--- src/rtl/alu2_exec_if.sv ---
// ---------------------------------------------------------------------------
// alu2_exec_if -- request/response bundle for the alu2_exec FP execute unit.
//
// Signals
//   start       request to execute (accepted only while busy is low)
//   ALUcontrol  op select: 000 mfc1, 001 mtc1, 010 add.s, 011 sub.s,
//               100 mov.s, 101 c.eq.s, 110 c.lt.s, 111 c.le.s
//   a, b        32-bit operands
//   busy        a multi-cycle add/sub is in flight
//   done        one-cycle completion pulse
//   result      registered 32-bit result, held until the next done
//   cc          FP condition flag, written only by compares
//
// Modports
//   master  requester side (drives start/op/operands)
//   slave   execute-unit side (drives busy/done/result/cc)
// ---------------------------------------------------------------------------
interface alu2_exec_if;
    logic        start;
    logic [2:0]  ALUcontrol;
    logic [31:0] a;
    logic [31:0] b;
    logic        busy;
    logic        done;
    logic [31:0] result;
    logic        cc;

    modport master (
        output start, ALUcontrol, a, b,
        input  busy, done, result, cc
    );

    modport slave (
        input  start, ALUcontrol, a, b,
        output busy, done, result, cc
    );
endinterface

--- src/rtl/alu2_exec.sv ---
// ---------------------------------------------------------------------------
// alu2_exec -- single-precision FP execute unit (moves, compares, add/sub).
//
// Ports
//   clk   rising-edge clock
//   rst   synchronous, active-high reset
//   bus   alu2_exec_if.slave: start, ALUcontrol, a, b in;
//         busy, done, result, cc out
//
// Moves and compares finish one cycle after acceptance without leaving IDLE.
// add.s / sub.s walk IDLE -> ALIGN -> ADD -> NORM -> IDLE and pulse done on
// the cycle they return to IDLE, so a new start can be taken in that cycle.
// Denormal inputs are flushed to zero; underflow gives +0.
//
// Build option
//   ALU2_ROUND_NEAREST_EN  defined: add/sub round to nearest-even using
//                          guard/round/sticky; undefined: truncate.
// ---------------------------------------------------------------------------
module alu2_exec (
    input  logic       clk,
    input  logic       rst,
    alu2_exec_if.slave bus
);
    localparam logic [2:0]  OP_ADD = 3'b010;
    localparam logic [2:0]  OP_SUB = 3'b011;
    localparam logic [31:0] QNAN   = 32'h7FC0_0000;

    typedef enum logic [1:0] {IDLE, ALIGN, ADD, NORM} state_t;

    state_t      state;
    logic        busy_r, done_r, cc_r;
    logic [31:0] result_r;

    // Compare via a signed key: flushed zeros map to 0 so +0 == -0,
    // negative values are negated magnitudes. NaN forces false.
    function automatic logic fp_cmp(input logic [2:0] op, input logic [31:0] x,
                                    input logic [31:0] y);
        logic signed [32:0] kx, ky;
        logic               nan;
        nan = ((x[30:23] == 8'hFF) && (x[22:0] != 23'd0)) ||
              ((y[30:23] == 8'hFF) && (y[22:0] != 23'd0));
        kx  = (x[30:23] == 8'd0) ? 33'sd0 :
              (x[31] ? -$signed({2'b00, x[30:0]}) : $signed({2'b00, x[30:0]}));
        ky  = (y[30:23] == 8'd0) ? 33'sd0 :
              (y[31] ? -$signed({2'b00, y[30:0]}) : $signed({2'b00, y[30:0]}));
        case (op)
            3'b101:  fp_cmp = !nan && (kx == ky);
            3'b110:  fp_cmp = !nan && (kx < ky);
            3'b111:  fp_cmp = !nan && (kx <= ky);
            default: fp_cmp = 1'b0;
        endcase
    endfunction

    function automatic logic [4:0] lzc27(input logic [26:0] v);
        lzc27 = 5'd27;
        for (int i = 0; i <= 26; i++) begin
            if (v[i]) lzc27 = 5'(26 - i);
        end
    endfunction

    // n = {mantissa[23:0], guard, round, sticky}; bit 24 of the return value
    // is the mantissa carry-out.
    function automatic logic [24:0] round_mant(input logic [26:0] n);
`ifdef ALU2_ROUND_NEAREST_EN
        round_mant = {1'b0, n[26:3]} + 25'(n[2] & (n[1] | n[0] | n[3]));
`else
        round_mant = 25'(n >> 3);
`endif
    endfunction

    logic        sub_p0;
    logic [31:0] a_p0, b_p0;

    logic              spec_p1, sign_p1, eff_sub_p1;
    logic [31:0]       spec_val_p1;
    logic signed [9:0] exp_p1;
    logic [26:0]       mx_p1, my_p1;

    logic              spec_p2, sign_p2;
    logic [31:0]       spec_val_p2;
    logic signed [9:0] exp_p2;
    logic [27:0]       sum_p2;

    logic        al_spec, al_sign, al_eff_sub;
    logic [31:0] al_spec_val;
    logic [7:0]  al_exp;
    logic [26:0] al_mx, al_my;
    logic [27:0] add_sum;
    logic [31:0] norm_res;
    logic        cmp_res;

    assign cmp_res = fp_cmp(bus.ALUcontrol, bus.a, bus.b);

    // Operands are ordered by magnitude so the subtraction in ADD never goes
    // negative; the smaller one is aligned with a sticky bit.
    always_comb begin : align_c
        logic [7:0]  ea, eb, ex, ey, d;
        logic [23:0] ma, mb, mx, my;
        logic        sa, sb, sy, a_nan, b_nan, a_inf, b_inf, a_big;
        logic [51:0] sh_y;
        ea    = a_p0[30:23];
        eb    = b_p0[30:23];
        ma    = (ea == 8'd0) ? 24'd0 : {1'b1, a_p0[22:0]};
        mb    = (eb == 8'd0) ? 24'd0 : {1'b1, b_p0[22:0]};
        sa    = a_p0[31];
        sb    = b_p0[31] ^ sub_p0;
        a_nan = (ea == 8'hFF) && (a_p0[22:0] != 23'd0);
        b_nan = (eb == 8'hFF) && (b_p0[22:0] != 23'd0);
        a_inf = (ea == 8'hFF) && (a_p0[22:0] == 23'd0);
        b_inf = (eb == 8'hFF) && (b_p0[22:0] == 23'd0);
        a_big = {ea, ma} >= {eb, mb};
        ex    = a_big ? ea : eb;
        ey    = a_big ? eb : ea;
        mx    = a_big ? ma : mb;
        my    = a_big ? mb : ma;
        sy    = a_big ? sb : sa;
        d     = ex - ey;
        sh_y  = {my, 2'b00, 26'd0} >> ((d > 8'd26) ? 8'd26 : d);
        al_sign    = a_big ? sa : sb;
        al_eff_sub = al_sign ^ sy;
        al_exp     = ex;
        al_mx      = {mx, 3'b000};
        al_my      = {sh_y[51:26], |sh_y[25:0]};
        al_spec    = a_nan | b_nan | a_inf | b_inf;
        if (a_nan || b_nan || (a_inf && b_inf && (sa != sb)))
            al_spec_val = QNAN;
        else if (a_inf)
            al_spec_val = {sa, 8'hFF, 23'd0};
        else
            al_spec_val = {sb, 8'hFF, 23'd0};
    end

    assign add_sum = eff_sub_p1 ? ({1'b0, mx_p1} - {1'b0, my_p1})
                                : ({1'b0, mx_p1} + {1'b0, my_p1});

    always_comb begin : norm_c
        logic [4:0]        lz;
        logic [26:0]       n;
        logic [24:0]       rm;
        logic [22:0]       frac;
        logic signed [9:0] e;
        lz = lzc27(sum_p2[26:0]);
        if (sum_p2[27]) begin
            n = sum_p2[27:1] | {26'd0, sum_p2[0]};
            e = exp_p2 + 10'sd1;
        end else begin
            n = sum_p2[26:0] << lz;
            e = exp_p2 - $signed({5'd0, lz});
        end
        rm = round_mant(n);
        // Rounding carry leaves 1.000..0, so only the exponent moves.
        if (rm[24]) begin
            frac = rm[23:1];
            e    = e + 10'sd1;
        end else begin
            frac = rm[22:0];
        end
        if (spec_p2)
            norm_res = spec_val_p2;
        else if ((sum_p2 == 28'd0) || (e <= 10'sd0))
            norm_res = 32'd0;
        else if (e >= 10'sd255)
            norm_res = {sign_p2, 8'hFF, 23'd0};
        else
            norm_res = {sign_p2, e[7:0], frac};
    end

    always_ff @(posedge clk) begin
        // IDLE: operand capture
        if ((state == IDLE) && bus.start) begin
            a_p0   <= bus.a;
            b_p0   <= bus.b;
            sub_p0 <= (bus.ALUcontrol == OP_SUB);
        end
        // ALIGN -> ADD
        spec_p1     <= al_spec;
        spec_val_p1 <= al_spec_val;
        sign_p1     <= al_sign;
        eff_sub_p1  <= al_eff_sub;
        exp_p1      <= $signed({2'b00, al_exp});
        mx_p1       <= al_mx;
        my_p1       <= al_my;
        // ADD -> NORM
        spec_p2     <= spec_p1;
        spec_val_p2 <= spec_val_p1;
        sign_p2     <= sign_p1;
        exp_p2      <= exp_p1;
        sum_p2      <= add_sum;
    end

    always_ff @(posedge clk) begin
        if (rst) begin
            state    <= IDLE;
            busy_r   <= 1'b0;
            done_r   <= 1'b0;
            result_r <= 32'd0;
            cc_r     <= 1'b0;
        end else begin
            done_r <= 1'b0;
            case (state)
                IDLE: begin
                    if (bus.start) begin
                        if ((bus.ALUcontrol == OP_ADD) || (bus.ALUcontrol == OP_SUB)) begin
                            state  <= ALIGN;
                            busy_r <= 1'b1;
                        end else begin
                            done_r <= 1'b1;
                            if (bus.ALUcontrol[2] && (bus.ALUcontrol[1:0] != 2'b00)) begin
                                result_r <= {31'd0, cmp_res};
                                cc_r     <= cmp_res;
                            end else begin
                                result_r <= bus.a;
                            end
                        end
                    end
                end
                ALIGN: state <= ADD;
                ADD:   state <= NORM;
                NORM: begin
                    state    <= IDLE;
                    busy_r   <= 1'b0;
                    done_r   <= 1'b1;
                    result_r <= norm_res;
                end
                default: state <= IDLE;
            endcase
        end
    end

    assign bus.busy   = busy_r;
    assign bus.done   = done_r;
    assign bus.result = result_r;
    assign bus.cc     = cc_r;
endmodule

--- src/flat_wrapper.sv ---
// flat-port wrapper written by rule: the top's interface ports become plain ports
module alu2_exec_flat 
  (clk, rst, bus_start, bus_ALUcontrol, bus_a, bus_b, bus_busy, bus_done, bus_result, bus_cc);
  alu2_exec_if bus_i ();
  input  logic clk;
  input  logic rst;
  input wire logic [$bits(bus_i.start)-1:0] bus_start;
  input wire logic [$bits(bus_i.ALUcontrol)-1:0] bus_ALUcontrol;
  input wire logic [$bits(bus_i.a)-1:0] bus_a;
  input wire logic [$bits(bus_i.b)-1:0] bus_b;
  output wire logic [$bits(bus_i.busy)-1:0] bus_busy;
  output wire logic [$bits(bus_i.done)-1:0] bus_done;
  output wire logic [$bits(bus_i.result)-1:0] bus_result;
  output wire logic [$bits(bus_i.cc)-1:0] bus_cc;
  assign bus_i.start = bus_start;
  assign bus_i.ALUcontrol = bus_ALUcontrol;
  assign bus_i.a = bus_a;
  assign bus_i.b = bus_b;
  assign bus_busy = bus_i.busy;
  assign bus_done = bus_i.done;
  assign bus_result = bus_i.result;
  assign bus_cc = bus_i.cc;
  alu2_exec u_core (.clk(clk), .rst(rst), .bus(bus_i));
endmodule
--- config.mk ---
export PLATFORM = sky130hd
export DESIGN_NAME = alu2_exec_flat
export DESIGN_NICKNAME = d
export VERILOG_FILES = /design/src/rtl/alu2_exec_if.sv /design/src/rtl/alu2_exec.sv /design/src/flat_wrapper.sv
export SDC_FILE = /design/constraint.sdc
export NUM_CORES = 1
export LEC_CHECK = 0
export CAP_MARGIN = 20
export CORE_ASPECT_RATIO = 0.5
export CORE_MARGIN = 3
export CORE_UTILIZATION = 30
export DETAILED_ROUTE_END_ITERATION = 8
export SETUP_SLACK_MARGIN = 0.15
export SLEW_MARGIN = 0
export SYNTH_ARGS = -nofsm -noshare
export SYNTH_HDL_FRONTEND = slang
export SYNTH_SLANG_ARGS = --single-unit
--- constraint.sdc ---
create_clock -name clk -period 15.9 [get_ports clk]
set_input_delay 3.18 -clock clk [delete_from_list [all_inputs] [get_ports clk]]
set_output_delay 3.18 -clock clk [all_outputs]
set_load 0.01 [all_outputs]
# Yosys cells after proc, flatten, opt, wreduce, memory -nomap -nowiden
# Cells that the tools add are included.
[classes]
shift = 2
n_eq_ne = 17
n_addsub = 7
bitwise_logic = 7
n_reduce_logical = 38
div_mod_pow = 0
multipliers = 0
n_lt_le_gt_ge = 6
n_mux = 61
[op_table]
columns = ["op", "n"]
rows = [
  ["two-way mux 32 bit", 6],
  ["two-way mux 33 bit", 4],
  ["two-way mux 24 bit", 4],
  ["nonzero test 23 bit", 4],
  ["two-way mux 5 bit", 16],
  ["negator 31 -> 33 bit", 2],
  ["one-hot mux 32 bit (2 select lines)", 1],
  ["right shift 52 x 8 -> 52 bit", 1],
  ["zero test 23 bit", 2],
  ["equality test 33 bit", 1],
  ["<= comparator 33 bit", 1],
  ["< comparator 33 bit", 1],
  ["equality test 8 bit (second input constant)", 4],
  ["greater-or-equal comparator 32 bit", 1],
  ["zero test 8 bit", 4],
  ["two-way mux 4 bit", 8],
  ["two-way mux 31 bit", 1],
  ["adder 27 x 27 -> 28 bit", 1],
  ["zero test 28 bit", 1],
  ["two-way mux 28 bit", 1],
  ["subtractor 27 x 27 -> 28 bit", 1],
  ["<< shifter 27 x 5 -> 26 bit", 1],
  ["two-way mux 26 bit", 1],
  ["OR 26 x 1 -> 26 bit", 1],
  ["31 further kinds", 70],
]
[totals]
romBits = 0
latch_bits = 0
mem_bits_rw = 0
out_inout_bits = 35
mem_count = 0
regBits = 266
input_bits = 70
word_cells = 158

# Longest topological paths before layout
[depth]
depth_word = 34
mapped_depth = 29
ltp_nobuf = 28

# Least setup slack after synthesis
# OpenSTA, ideal clock, no wires.
[synth_timing]
path_kind = "input -> register"
start = "input bus_b[1]"
end = "register u_core.cc_r (netlist: u_core.bus.cc)"
arrival_ns = 8.153
required_ns = 15.830
setup_slack_ns = 7.676
path_buffers = 0
setup_ns = 0.070
cell_stages = 22
cell_sequence = "inv_1 -> ha_1 -> nand2_1 -> or3_1 -> or3_1 -> or3_1 -> or3b_2 -> or3_1 -> or2_2 -> o41ai_1 -> xnor2_1 -> nand2_1 -> ha_1 -> nand4_1 -> or2_2 -> nor3_1 -> o31ai_1 -> a21oi_1 -> a31oi_1 -> nand2_1 -> or4b_2 -> a21oi_1"
[synth_via]
elab_chain_cells = 6
[synth_rtl]
columns = ["element", "line", "text"]
rows = [
  ["from (decl)", "flat_wrapper.sv:10", "input wire logic [$bits(bus_i.b)-1:0] bus_b;"],
  ["negator 31 -> 33 bit or nonzero test 23 bit (tied branches)", "alu2_exec.sv:45, alu2_exec.sv:41", ""],
  ["two-way mux 33 bit or logical AND 1 bit (tied branches)", "alu2_exec.sv:45, alu2_exec.sv:41", ""],
  ["two-way mux 33 bit or logical OR 1 bit (tied branches)", "alu2_exec.sv:44, alu2_exec.sv:40", ""],
  ["<= comparator 33 bit (tied with other cells)", "alu2_exec.sv:49", "3'b111: fp_cmp = !nan && (kx <= ky);"],
  ["logical AND 1 bit (on tied branches)", "alu2_exec.sv:49, alu2_exec.sv:47, alu2_exec.sv:48", ""],
  ["one-hot mux 1 bit (3 select lines) *", "alu2_exec.sv:46", "case (op)"],
  ["to (signal assigned)", "alu2_exec.sv:210", "cc_r <= cmp_res;"],
  ["to (decl)", "alu2_exec.sv:31", "logic busy_r, done_r, cc_r;"],
]
# Every way passes the cells marked *; elsewhere a longest branch is shown, timed or not.
# A chain may end at the register's enable or synchronous reset.

# Worst setup path in the final report
[layout_timing]
start = "input bus_b[0]"
end = "register u_core.cc_r (netlist: u_core.bus.cc)"
# The elaborated chain is that of the path after synthesis.

==> results.cfg <==
[setup_path]
max_stage_delay_ns = 0.58
cp_max_fo = 5
cpMostUsedCell = or3_1
arrival_ns = 9.24
end_kind = register
crit_buf_inv = 2
crit_family = simple AND/OR/NAND/NOR gates
critPathSlowestCell = or4b_2
start_kind = input port
cp.required_ns = 16.38
critPathKind = input port to register
critical_path.cell_chain = clkdlybuf4s50_1, inv_1, ha_1, nand2_1, or3_1, or3_1, or3_1, or3b_2, or3_1, or2_2, o41ai_1, xnor2_1, nand2_1, ha_1, nand4_1, or2_2, nor3_1, o31ai_1, a21oi_1, a31oi_1, nand2_1, or4b_2, a21oi_1
r2r_setup_slack_ns = 7.99

[power_and_ir_drop]
p_int_mw = 1.94
seq_power_share_pct = 23.1
peakVddDrop_v = 0.0000883
power_switching_mw = 2.04
power_frac_clock_pct = 14.2
power.density_nw_per_um2 = 210
power.share.switching_pct = 51.2
p_leak_nw = 7.34
comb_power_share_pct = 62.7

[sta]
maxSlewViolCount = 0
max_clock_freq_mhz = 114
finalSetupViolCount = 0
min_period_over_period_pct = 55.1
rsz0062_at_grt = false
worst_slew_pin_slew_ns = 1.06
setup_tns_ns = 0
fin_skew_ns = 0.0326
finalCriticalPeriod_ns = 8.77
setup_ws_ns = 7.13
slew_headroom_pct = 29.4
hold_viol = 0

[drt]
viasPerCell = 5.62
drt_iter0_drc = 1889
vias = 16361
drt-pass1-iter-count = 6
drt.antenna.violating_nets = 0
finalWirelength_um = 59500
drc = 0
wire_per_inst_um = 20.4

[clocking]
post_cts_buffers = 0
numCtsBuffers = 23
cts_max_path_buffers = 3
path_clk_slew_ns = 0.06
hold_buffers = 0
htreeDepth = 1
cts_tree = built
clockRootBuffer = clkbuf_16
cts_resized = 0
cts_sinks = 206
clk_latency_ns = 0.55

[global_route]
antenna_found_initial = 1
gr-total-overflow = 0
grt_usage_pct = 19.9
grt_max_degree = 60
grt_pass1_vias = 15114
grt_pass1_wl_um = 90300

[placement]
gp_congestion = 0.978
io_buffer_count = 104
dp_hpwl_um = 46800
dp_slack_ns = 6.61

[floorplanning]
dieArea_sq_um = 58000
core_region_area_sq_um = 54100
ios = 105
initial_utilization_pct = 30.5
num_rows = 60
die_h_um = 172
die_x_um = 338

[min_path]
worstHoldPathType = register to register

[synth]
ys_seq_elements = 206
syn_avg_cell_area_sq_um = 7.68
syn_area_sq_um = 16500
ys.flop_type = dfxtp_1
synth-seq-area-share_pct = 29.0
netlist_instances = 2147
async_flop_share_pct = 0
syn-num-nets = 2346
synth_edf_count = 65
synth_warnings = 0
synth_cell_types = 81

[final_layout]
seq_area_sq_um = 4770
finalNetCount = 2382
fillCellCount = 5659
final_layout_size_suffix_gt1_share_pct = 4.64
syn_to_final_growth_pct = 15.1
multi_input_area_sq_um = 10900
diodes = 0

[status]
status = finished, final reports clean

[flow_run]
cap_violations = 0
-- worst paths after layout --
kind                             start                         end  cells after the start
max                           bus_b[0]  u_core.bus.cc$_SDFFE_PP0P_                     23
min           u_core.exp_p1[2]$_DFF_P_    u_core.exp_p2[2]$_DFF_P_                      0
max reg2reg  u_core.b_p0[24]$_DFFE_PP_     u_core.my_p1[0]$_DFF_P_                     25
min reg2reg   u_core.exp_p1[2]$_DFF_P_    u_core.exp_p2[2]$_DFF_P_                      0
-- stage by stage --
| stage | total power [mW] | hold slack [ns] | area (sq um) | utilization [%] | cells |
|---|---|---|---|---|---|
| floorplan | 2.59 | 0.310 | 16500 | - | 2147 |
| global placement | 3.35 | 0.310 | 18200 | 33.6 | 2871 |
| detailed placement | 3.35 | 0.313 | 18200 | 33.6 | 2871 |
| CTS | 3.93 | 0.327 | 19000 | 35.1 | 2913 |
| global route | 4.27 | 0.345 | 19000 | 35.1 | 2913 |
| finish | 3.99 | 0.325 | 19000 | 35.1 | 2913 |
-- kinds of logic after synthesis --
logic type | synth area share [%]
simple gates | 22.7
compound gates | 25.0
buf+inv | 5.38
flops | 29.0
fa+ha+maj | 9.88
xor+xnor | 5.05
mux | 2.97
-- sequential cells by signal, summed over array words and instances, names as in the netlist, 8 cells and up --
signal	cells
u_core.a_p0	32
u_core.b_p0	32
u_core.bus.result	32
u_core.sum_p2	28
u_core.my_p1	27
u_core.mx_p1	24
u_core.exp_p1	8
u_core.exp_p2	8
-- worst register-to-register path, stage by stage, from the launching register on --
cell	delay [ns]
edfxtp_1	0.44
nor4_1	0.29
nand2_1	0.56
inv_1	0.35
ha_1	0.30
a2111oi_0	0.39
o21ai_1	0.12
o22ai_1	0.36
and2_1	0.27
o2111a_1	0.31
nor2_1	0.07
ha_1	0.23
nand2_1	0.10
nand2b_1	0.06
a21oi_1	0.15
mux2i_1	0.14
xnor2_1	0.57
a211oi_4	0.12
nor4_1	0.43
and2_1	0.90
o211a_1	0.29
a2111oi_0	0.08
a211oi_1	0.47
nand4_1	0.16
nor4_1	0.34
o221ai_1	0.20
-- layout by cell type, fill, tap and decap left out, types with 28 or more instances in the layout --
cell               n
a211oi_1          51
a21oi_1          165
a31oi_1           35
and2_1            35
buf_4             28
clkdlybuf4s50_1  104
dfxtp_1          141
edfxtp_1          65
ha_1             127
inv_1            106
mux2i_1           40
nand2_1          257
nand3_1           57
nor2_1           193
nor3_1            80
o21ai_0          152
o31ai_1           40
xnor2_1           55
xor2_1            40
-- per-layer routing --
layer,track usage (%),share of wire [%],up-vias
met5,0,0,-
met4,4.99,2.5,0
met3,2.53,6.6,81
met2,30.4,43,554
met1,29.3,48,7825
li1,-,-,7901
-- power by group through the flow --
stage	Sequential (mW)	Combinational, mW	Clock [mW]
CTS	0.914	2.44	0.579
global route	0.936	2.73	0.597
global placement	0.924	2.43	0
floorplan	0.847	1.74	0
detailed placement	0.924	2.43	0
finish	0.920	2.50	0.567
-- cell type report --
cell class              instances  share of cell area, %
multi-input cells            1712                   57.2
flip-flops and latches        206                   25.2
repair buffers                132                   6.59
well taps                     713                   4.70
clock buffers                  31                   3.47
inverters                     108                   2.14
clock inverters                11                  0.738
-- cells in the mapped netlist (26+ instances only) --
| cell type | number | area share, % |
|---|---|---|
| a21oi_1 | 166 | 5.0 |
| mux2i_1 | 40 | 2.4 |
| inv_1 | 107 | 2.4 |
| o31ai_1 | 40 | 1.8 |
| and2_1 | 35 | 1.3 |
| a211oi_1 | 51 | 2.3 |
| dfxtp_1 | 141 | 17 |
| ha_1 | 127 | 9.6 |
| nor3_1 | 80 | 2.4 |
| edfxtp_1 | 65 | 12 |
| nor2_1 | 193 | 4.4 |
| nand3_1 | 57 | 1.7 |
| xnor2_1 | 55 | 2.9 |
| nor2b_1 | 27 | 1.0 |
| o21ai_0 | 152 | 4.6 |
| clkbuf_1 | 92 | 2.1 |
| nand4_1 | 26 | 0.99 |
| a31oi_1 | 35 | 1.3 |
| nand2_1 | 257 | 5.9 |
| xor2_1 | 40 | 2.1 |
No activity file was read; power rests on OpenSTA's default activity.
